### src/rtl/cpu_sequencer.sv
// Multi-cycle control sequencer: walks fetch/decode/execute/load/store phases
// and drives the datapath enables, address/writeback mux selects and BRAM write.
module cpu_sequencer #(
    parameter int unsigned MEM_LAT = 1,
    parameter int unsigned CNT_W   = 16
) (
    input  logic             clk,
    input  logic             rst,
    input  logic             run,
    input  logic [15:0]      instruction,
    output logic             ir_load,
    output logic             pc_enable,
    output logic             reg_we,
    output logic             ls_cntl,
    output logic             wb_mem_sel,
    output logic             mem_we,
    output logic             busy,
    output logic             halted,
    output logic [3:0]       state,
    output logic [CNT_W-1:0] retired
);

    localparam int unsigned WAIT_W = 3;
    localparam logic [WAIT_W-1:0] LAT = WAIT_W'(MEM_LAT);

    typedef enum logic [3:0] {
        S_IDLE      = 4'd0,
        S_FETCH     = 4'd1,
        S_FWAIT     = 4'd2,
        S_DECODE    = 4'd3,
        S_EXEC      = 4'd4,
        S_LOAD_ADDR = 4'd5,
        S_LOAD_WAIT = 4'd6,
        S_LOAD_WB   = 4'd7,
        S_STORE     = 4'd8,
        S_HALT      = 4'd9
    } state_e;

    state_e            state_q, state_d;
    logic [WAIT_W-1:0] wait_q, wait_d;
    logic              retire_c;

    logic ir_load_d, pc_enable_d, reg_we_d, ls_cntl_d;
    logic wb_mem_sel_d, mem_we_d, busy_d, halted_d;

    assign state    = state_q;
    assign retire_c = (state_q == S_EXEC) || (state_q == S_LOAD_WB) || (state_q == S_STORE);

    // Next state and BRAM wait counter
    always_comb begin
        state_d = state_q;
        wait_d  = wait_q;
        case (state_q)
            S_IDLE: begin
                if (run) state_d = S_FETCH;
            end
            S_FETCH: begin
                wait_d  = LAT;
                state_d = S_FWAIT;
            end
            S_FWAIT: begin
                wait_d = (wait_q != '0) ? wait_q - WAIT_W'(1) : '0;
                if (wait_q <= WAIT_W'(1)) state_d = S_DECODE;
            end
            S_DECODE: begin
                // Classify the live BRAM word; IR captures it on this same edge
                if (instruction == 16'h0000)
                    state_d = S_HALT;
                else if (instruction[15:12] == 4'b0100 && instruction[7:4] == 4'b0000)
                    state_d = S_LOAD_ADDR;
                else if (instruction[15:12] == 4'b0100 && instruction[7:4] == 4'b0100)
                    state_d = S_STORE;
                else
                    state_d = S_EXEC;
            end
            S_LOAD_ADDR: begin
                wait_d  = LAT;
                state_d = S_LOAD_WAIT;
            end
            S_LOAD_WAIT: begin
                wait_d = (wait_q != '0) ? wait_q - WAIT_W'(1) : '0;
                if (wait_q <= WAIT_W'(1)) state_d = S_LOAD_WB;
            end
            S_EXEC, S_LOAD_WB, S_STORE: begin
                state_d = run ? S_FETCH : S_IDLE;
            end
            S_HALT: begin
                state_d = S_HALT;
            end
            default: begin
                state_d = S_IDLE;
            end
        endcase
    end

    // Moore decode of the upcoming state so the outputs register alongside it
    always_comb begin
        ir_load_d    = 1'b0;
        pc_enable_d  = 1'b0;
        reg_we_d     = 1'b0;
        ls_cntl_d    = 1'b0;
        wb_mem_sel_d = 1'b0;
        mem_we_d     = 1'b0;
        busy_d       = 1'b0;
        halted_d     = 1'b0;
        case (state_d)
            S_FETCH, S_FWAIT: begin
                busy_d = 1'b1;
            end
            S_DECODE: begin
                busy_d    = 1'b1;
                ir_load_d = 1'b1;
            end
            S_EXEC: begin
                busy_d      = 1'b1;
                reg_we_d    = 1'b1;
                pc_enable_d = 1'b1;
            end
            S_LOAD_ADDR, S_LOAD_WAIT: begin
                busy_d    = 1'b1;
                ls_cntl_d = 1'b1;
            end
            S_LOAD_WB: begin
                busy_d       = 1'b1;
                ls_cntl_d    = 1'b1;
                wb_mem_sel_d = 1'b1;
                reg_we_d     = 1'b1;
                pc_enable_d  = 1'b1;
            end
            S_STORE: begin
                busy_d      = 1'b1;
                ls_cntl_d   = 1'b1;
                mem_we_d    = 1'b1;
                pc_enable_d = 1'b1;
            end
            S_HALT: begin
                halted_d = 1'b1;
            end
            default: begin
                busy_d = 1'b0;
            end
        endcase
    end

    always_ff @(posedge clk or negedge rst) begin
        if (!rst) begin
            state_q    <= S_IDLE;
            wait_q     <= '0;
            retired    <= '0;
            ir_load    <= 1'b0;
            pc_enable  <= 1'b0;
            reg_we     <= 1'b0;
            ls_cntl    <= 1'b0;
            wb_mem_sel <= 1'b0;
            mem_we     <= 1'b0;
            busy       <= 1'b0;
            halted     <= 1'b0;
        end else begin
            state_q    <= state_d;
            wait_q     <= wait_d;
            ir_load    <= ir_load_d;
            pc_enable  <= pc_enable_d;
            reg_we     <= reg_we_d;
            ls_cntl    <= ls_cntl_d;
            wb_mem_sel <= wb_mem_sel_d;
            mem_we     <= mem_we_d;
            busy       <= busy_d;
            halted     <= halted_d;
            // Retired count saturates rather than wrapping
            if (retire_c && (retired != {CNT_W{1'b1}}))
                retired <= retired + CNT_W'(1);
        end
    end

endmodule

### config.mk
export PLATFORM = sky130hd
export DESIGN_NAME = cpu_sequencer
export DESIGN_NICKNAME = d
export VERILOG_FILES = /design/src/rtl/cpu_sequencer.sv
export SDC_FILE = /design/constraint.sdc
export NUM_CORES = 1
export LEC_CHECK = 0
export BUFFER_PORTS_ARGS = -buffer_cell sky130_fd_sc_hd__buf_2
export CAP_MARGIN = 20
export CORE_ASPECT_RATIO = 0.5
export CORE_MARGIN = 4
export CORE_UTILIZATION = 25
export CTS_BUF_LIST = sky130_fd_sc_hd__clkbuf_16
export DETAILED_ROUTE_END_ITERATION = 10
export MAX_ROUTING_LAYER = met4
export SLEW_MARGIN = 20
export SYNTH_ARGS = -nofsm -noshare
export SYNTH_HDL_FRONTEND = slang
export SYNTH_SLANG_ARGS = --single-unit
### constraint.sdc
create_clock -name clk -period 2.5 [get_ports clk]
set_input_delay 0.125 -clock clk [delete_from_list [all_inputs] [get_ports clk]]
set_output_delay 0.125 -clock clk [all_outputs]
set_load 0.02 [all_outputs]
After elaboration in Yosys (flattened, before gate mapping) --
Index checks and enable logic that the tools add are counted.
Operators by class: mux-type cells 18, equal/unequal tests 21, add/subtract/negate cells 2, order comparisons 1, reduce and logical (&&, ||, !) cells 17
Operators with widths (count):
- $eq A4 B3 Y1 const B | 10
- $pmux W4 S8 | 1
- $mux W4 | 6
- $add A16 B1 Y16 const B | 1
- $eq A4 B2 Y1 const B | 4
- $eq A4 B4 Y1 const B | 4
- $logic_not A16 Y1 | 1
- $ne A16 B16 Y1 const B | 1
- $mux W1 | 9
- $eq A4 B1 Y1 const B | 2
- $logic_not A4 Y1 | 2
- $reduce_or A8 Y1 | 1
- $pmux W3 S2 | 1
- $reduce_or A2 Y1 | 3
- $reduce_or A3 Y1 | 2
- $reduce_or A4 Y1 | 1
- $le A3 B1 Y1 const B | 1
- $logic_and A1 B1 Y1 | 3
- $mux W3 | 1
- $reduce_bool A3 Y1 | 1
- $sub A3 B1 Y3 const B | 1
- $logic_or A1 B1 Y1 | 2
- $reduce_bool A2 Y1 | 1
Word-level totals: flip-flop bits (word level) 31, word-level logic and storage cells 70, bits of input ports 19, output and inout bits 28

Longest topological paths before layout --
word-level depth 9, mapped depth 7

Worst setup path after synthesis --
Ideal clock, no wire load.
kind register to register, start register state_q[2], in the netlist state[2], end register pc_enable, library setup time 124 ps, arrival time 1650 ps, cell stages (with the launch flop) 7, slack 726 ps, path buffers 1, clock period less this slack 1774 ps, path through dfrtp_1 buf_6 and4bb_1 nand4b_1 o2111a_2 a2bb2oi_2 or2_1
Between the ends: word-level cells in the longest chain between the ends 6, elaborated cells on any way between the ends 20, classes of those cells eq/ne: 12; mux: 5; reduce/logical: 3
Ends and longest elaborated chain:
- start, declared | RTL line 39 | state_e state_q, state_d;
- start signal, assigned | RTL line 159 | state_q <= state_d;
- $eq A4 B3 Y1 / $eq A4 B4 Y1 (equally long branches) | RTL line 53 | case (state_q)
- $reduce_or A3 Y1 | RTL line 53
- $pmux W4 S8 (*) | RTL line 53
- $eq A4 B4 Y1 / $eq A4 B3 Y1 (equally long branches) | RTL line 106 | case (state_d)
- $reduce_or A3 Y1 (no source line) (*)
- $mux W1 (*) | RTL line 106
- net pc_enable_d | RTL line 43 | logic ir_load_d, pc_enable_d, reg_we_d, ls_cntl_d;
- end signal, assigned | RTL line 162 | pc_enable <= pc_enable_d;
- end, declared | RTL line 12 | output logic pc_enable,
Mark *: on every way through the listed nets, which the timed path passes. The rest lies on a longest branch. A chain may end at the register's enable or synchronous reset.

Final worst setup path --
start register state_q[0], in the netlist state[0], end register retired[9]
Between the ends: word-level cells in the longest chain between the ends 4, elaborated cells on any way between the ends 6, classes of those cells eq/ne: 3; reduce/logical: 3
Ends and longest elaborated chain:
- $eq A4 B3 Y1 | RTL line 47 | assign retire_c = (state_q == S_EXEC) || (state_q == S_LOAD_WB) || (state_q == S_STORE);
- $logic_or A1 B1 Y1 | RTL line 47
- $logic_or A1 B1 Y1 (*) | RTL line 47
- $logic_and A1 B1 Y1 (*) | RTL line 170 | if (retire_c && (retired != {CNT_W{1'b1}}))
- end signal, assigned | RTL line 171 | retired <= retired + CNT_W'(1);
- end, declared | RTL line 20 | output logic [CNT_W-1:0] retired
Every way passes the cells marked *; elsewhere a longest branch is shown, timed or not.

==> results.py <==
metrics = {
    "floorplanning": {
        "rows": 20,
        "dieArea_sq_um": 7880,
        "start_util_pct": 26.2,
        "die_w_microns": 122,
        "ioPinCount": 47,
        "core_sq_um": 6160,
        "fp.dieH_microns": 64.8,
    },
    "final_layout": {
        "layout.area.seq_sq_um": 776,
        "utilization_pct": 33.9,
        "diodes": 0,
        "multiInputGateArea_sq_um": 768,
        "syn2layout_area_growth_pct": 29.2,
        "fill_cells": 651,
        "design_area_sq_um": 2080,
        "nNetsFinal": 225,
        "drive_gt1_share_pct": 30.9,
    },
    "logic_synthesis": {
        "ys_ff_latch": 31,
        "synth_largest_area_cell": "dfrtp_1",
        "yosysTopAreaCellShare_pct": 48.1,
        "synth_nets": 177,
        "synthArstFlopShare_pct": 100,
        "synth_cell_types": 45,
        "avgSynthCellArea_sq_um": 10.4,
        "syn_inst": 155,
        "ys_top_cells_by_area": "dfrtp_1 (48%), xnor2_1 (6.5%), nand2_1 (3.3%)",
        "ys.flop_type": "dfrtp_1",
        "synth_commonest_cells": "dfrtp_1 (31), nand2_1 (14), xnor2_1 (12)",
        "synth_edf_count": 0,
        "post-synth-top-count-cell": "dfrtp_1",
        "syn-cell-area_sq_um": 1610,
        "yosys_warnings": 0,
        "synth_seq_area_share_pct": 48.1,
    },
    "sta": {
        "rsz0062_at_grt": "false",
        "timing.final.ws_setup_ns": 0.568,
        "period_minus_slack_ns": 1.93,
        "clock-skew-final_ns": 0.00323,
        "hold_ws_ns": 0.112,
        "drv_slew": 0,
        "min_period_over_period_pct": 77.3,
        "maxSlewHeadroom_pct": 54.0,
        "setup-violations-final": 0,
        "hold_viol_final": 0,
        "fmaxAchievable_mhz": 518,
        "worst_pin_slew_ns": 0.690,
        "tns_ns": 0,
    },
    "clock_network": {
        "cts_max_level": 2,
        "root_buffer": "clkbuf_16",
        "clk_latency_ns": 0.27,
        "clkTransAtPathRegs_ns": 0.05,
        "cts_made_buffers": 5,
        "numClockSinks": 31,
        "clock_path_buffers": 2,
        "tritoncts": "built",
    },
    "placed_design": {
        "place.port_buffers": 46,
        "routabilityCongestion": 0.766,
        "postPlaceCellArea_sq_um": 1910,
        "hpwl_microns": 2690,
        "pre_cts_ws_ns": 0.565,
    },
    "critical_path": {
        "cpMostUsedCell": "xnor2_1",
        "critPathCaptureType": "flop",
        "path_cells": "xnor2_1, a31oi_1, a211oi_2, nand3_1, xnor2_1",
        "rrSetupSlack_ns": 0.57,
        "start_kind": "flop",
        "critPathCapture": "retired[9]$_DFFE_PN0P_",
        "path_class": "reg2reg",
        "slowest_stage": "dfrtp_1",
        "crit_fanout": 18,
        "r2r_start": "state[0]$_DFF_PN0_",
        "cp_data_arrival_time_ns": 2.09,
        "r2r_cells": 5,
        "cp-startpoint": "state[0]$_DFF_PN0_",
        "r2r_end": "retired[9]$_DFFE_PN0P_",
        "required_ns": 2.65,
        "crit_path_max_incr_delay_ns": 0.64,
    },
    "power": {
        "p_comb_share_pct": 33.6,
        "p_switching_uw": 790,
        "p_clk_share_pct": 30.9,
        "vdd_drop_max_v": 0.000300,
        "seqPwrFrac_pct": 35.5,
        "cellPowerDensity_nw_per_um2": 1040,
        "p_int_mw": 1.37,
        "p_sw_share_pct": 36.6,
        "p_leak_nw": 0.990,
    },
    "global_routing": {
        "grt_pass1_wl_microns": 6130,
        "grt.total_usage_pct": 10.2,
        "overflow": 0,
        "antenna_found_initial": 0,
        "grt_pass1_vias": 1347,
        "grt_max_degree": 32,
    },
    "outcome": {
        "status": "finished, final reports clean",
    },
    "drt": {
        "ant_nets": 0,
        "via_per_inst": 4.50,
        "drt_first_iter_violations": 90,
        "drcViolationCount": 0,
        "drt-total-wl_microns": 3590,
        "dr.pass1.iters": 4,
        "vias": 1313,
        "wl_per_cell_microns": 12.3,
    },
    "min_path": {
        "hp-start": "instruction[14]",
        "hp-class": "in2reg",
    },
    "job": {
        "drv_cap": 0,
    },
}
cell type report:
cell class,count,area share (%)
well taps,88,5.28
multi-input cells,111,36.9
inverters,7,1.26
flip-flops and latches,31,37.2
clock buffers,5,6.00
repair buffers,47,11.5
clock inverters,3,1.86
sequential cells by signal (all words and copies together) (netlist names):
signal / count
busy: 1
halted: 1
ir_load: 1
ls_cntl: 1
mem_we: 1
pc_enable: 1
reg_we: 1
retired: 16
state: 4
wait_q: 3
wb_mem_sel: 1
critical path: cells and delay by family, from the launching register on:
family / cells / cell delay [ns]
and+or+nand+nor: 1 / 0.15
AOI/OAI and AO/OA: 2 / 0.67
xor gates and xnor gates: 2 / 0.35
DFF: 1 / 0.64
worst min path at each step:
stage                     slack (ns)                 endpoint  depth (start not counted)
after floorplan                -0.17           busy$_DFF_PN0_                          0
final                           0.11       state[3]$_DFF_PN0_                          2
after CTS                       0.10       state[3]$_DFF_PN0_                          2
after global routing            0.11       state[3]$_DFF_PN0_                          2
after global placement          0.20  retired[11]$_DFFE_PN0P_                          1
after detailed placement        0.21  retired[11]$_DFFE_PN0P_                          1
stage by stage:
stage	power (mW)	cells
floorplan	1.32	155
global placement	1.49	283
detailed placement	1.50	283
CTS	2.19	292
global route	2.31	292
finish	2.16	292
layout by cell type (no fill, tap or decap), types with 5 or more instances in the layout:
master	n
buf_2	46
nand2_1	14
dfrtp_1	31
xnor2_1	12
o21ai_0	8
clkbuf_16	5
inv_1	7
nand3_1	7
nor2_1	8
and3_1	5
logic make-up (layout without fill, tap and decap cells):
family / after synthesis / after routing / share of synthesized area [%]
adder cells (fa/ha/maj): 3 / 3 / 2.33
AND/OR/NAND/NOR: 62 / 62 / 23.3
flip-flops: 31 / 31 / 48.1
multiplexers: 1 / 1 / 0.698
AO/OA/AOI/OAI: 30 / 30 / 13.2
buffers and inverters: 13 / 62 / 4.27
XOR/XNOR: 15 / 15 / 8.15
metal layers:
layer  vias to the layer above  global-route usage, %  wire, microns
met5                         -                      -              0
li1                        650                      -              -
met1                       613                   11.8           1680
met3                         8                   2.53            201
met4                         0                   5.45             86
met2                        42                   16.5           1620
what timing repair did:
action	4_1_cts	5_1_grt
endpoints found under the setup margin	0	0
hold endpoints to repair	31	0
resized for setup	0	0
hold buffers	1	0
buffers inserted	0	0
power by group through the flow:
stage | registers (mW) | logic (mW) | clock network [mW]
after detailed placement | 0.774 | 0.730 | 0
after floorplan | 0.817 | 0.498 | 0
final | 0.767 | 0.724 | 0.667
after CTS | 0.768 | 0.732 | 0.689
after global routing | 0.793 | 0.804 | 0.718
after global placement | 0.768 | 0.720 | 0
Power figures use the tool's default switching activity.
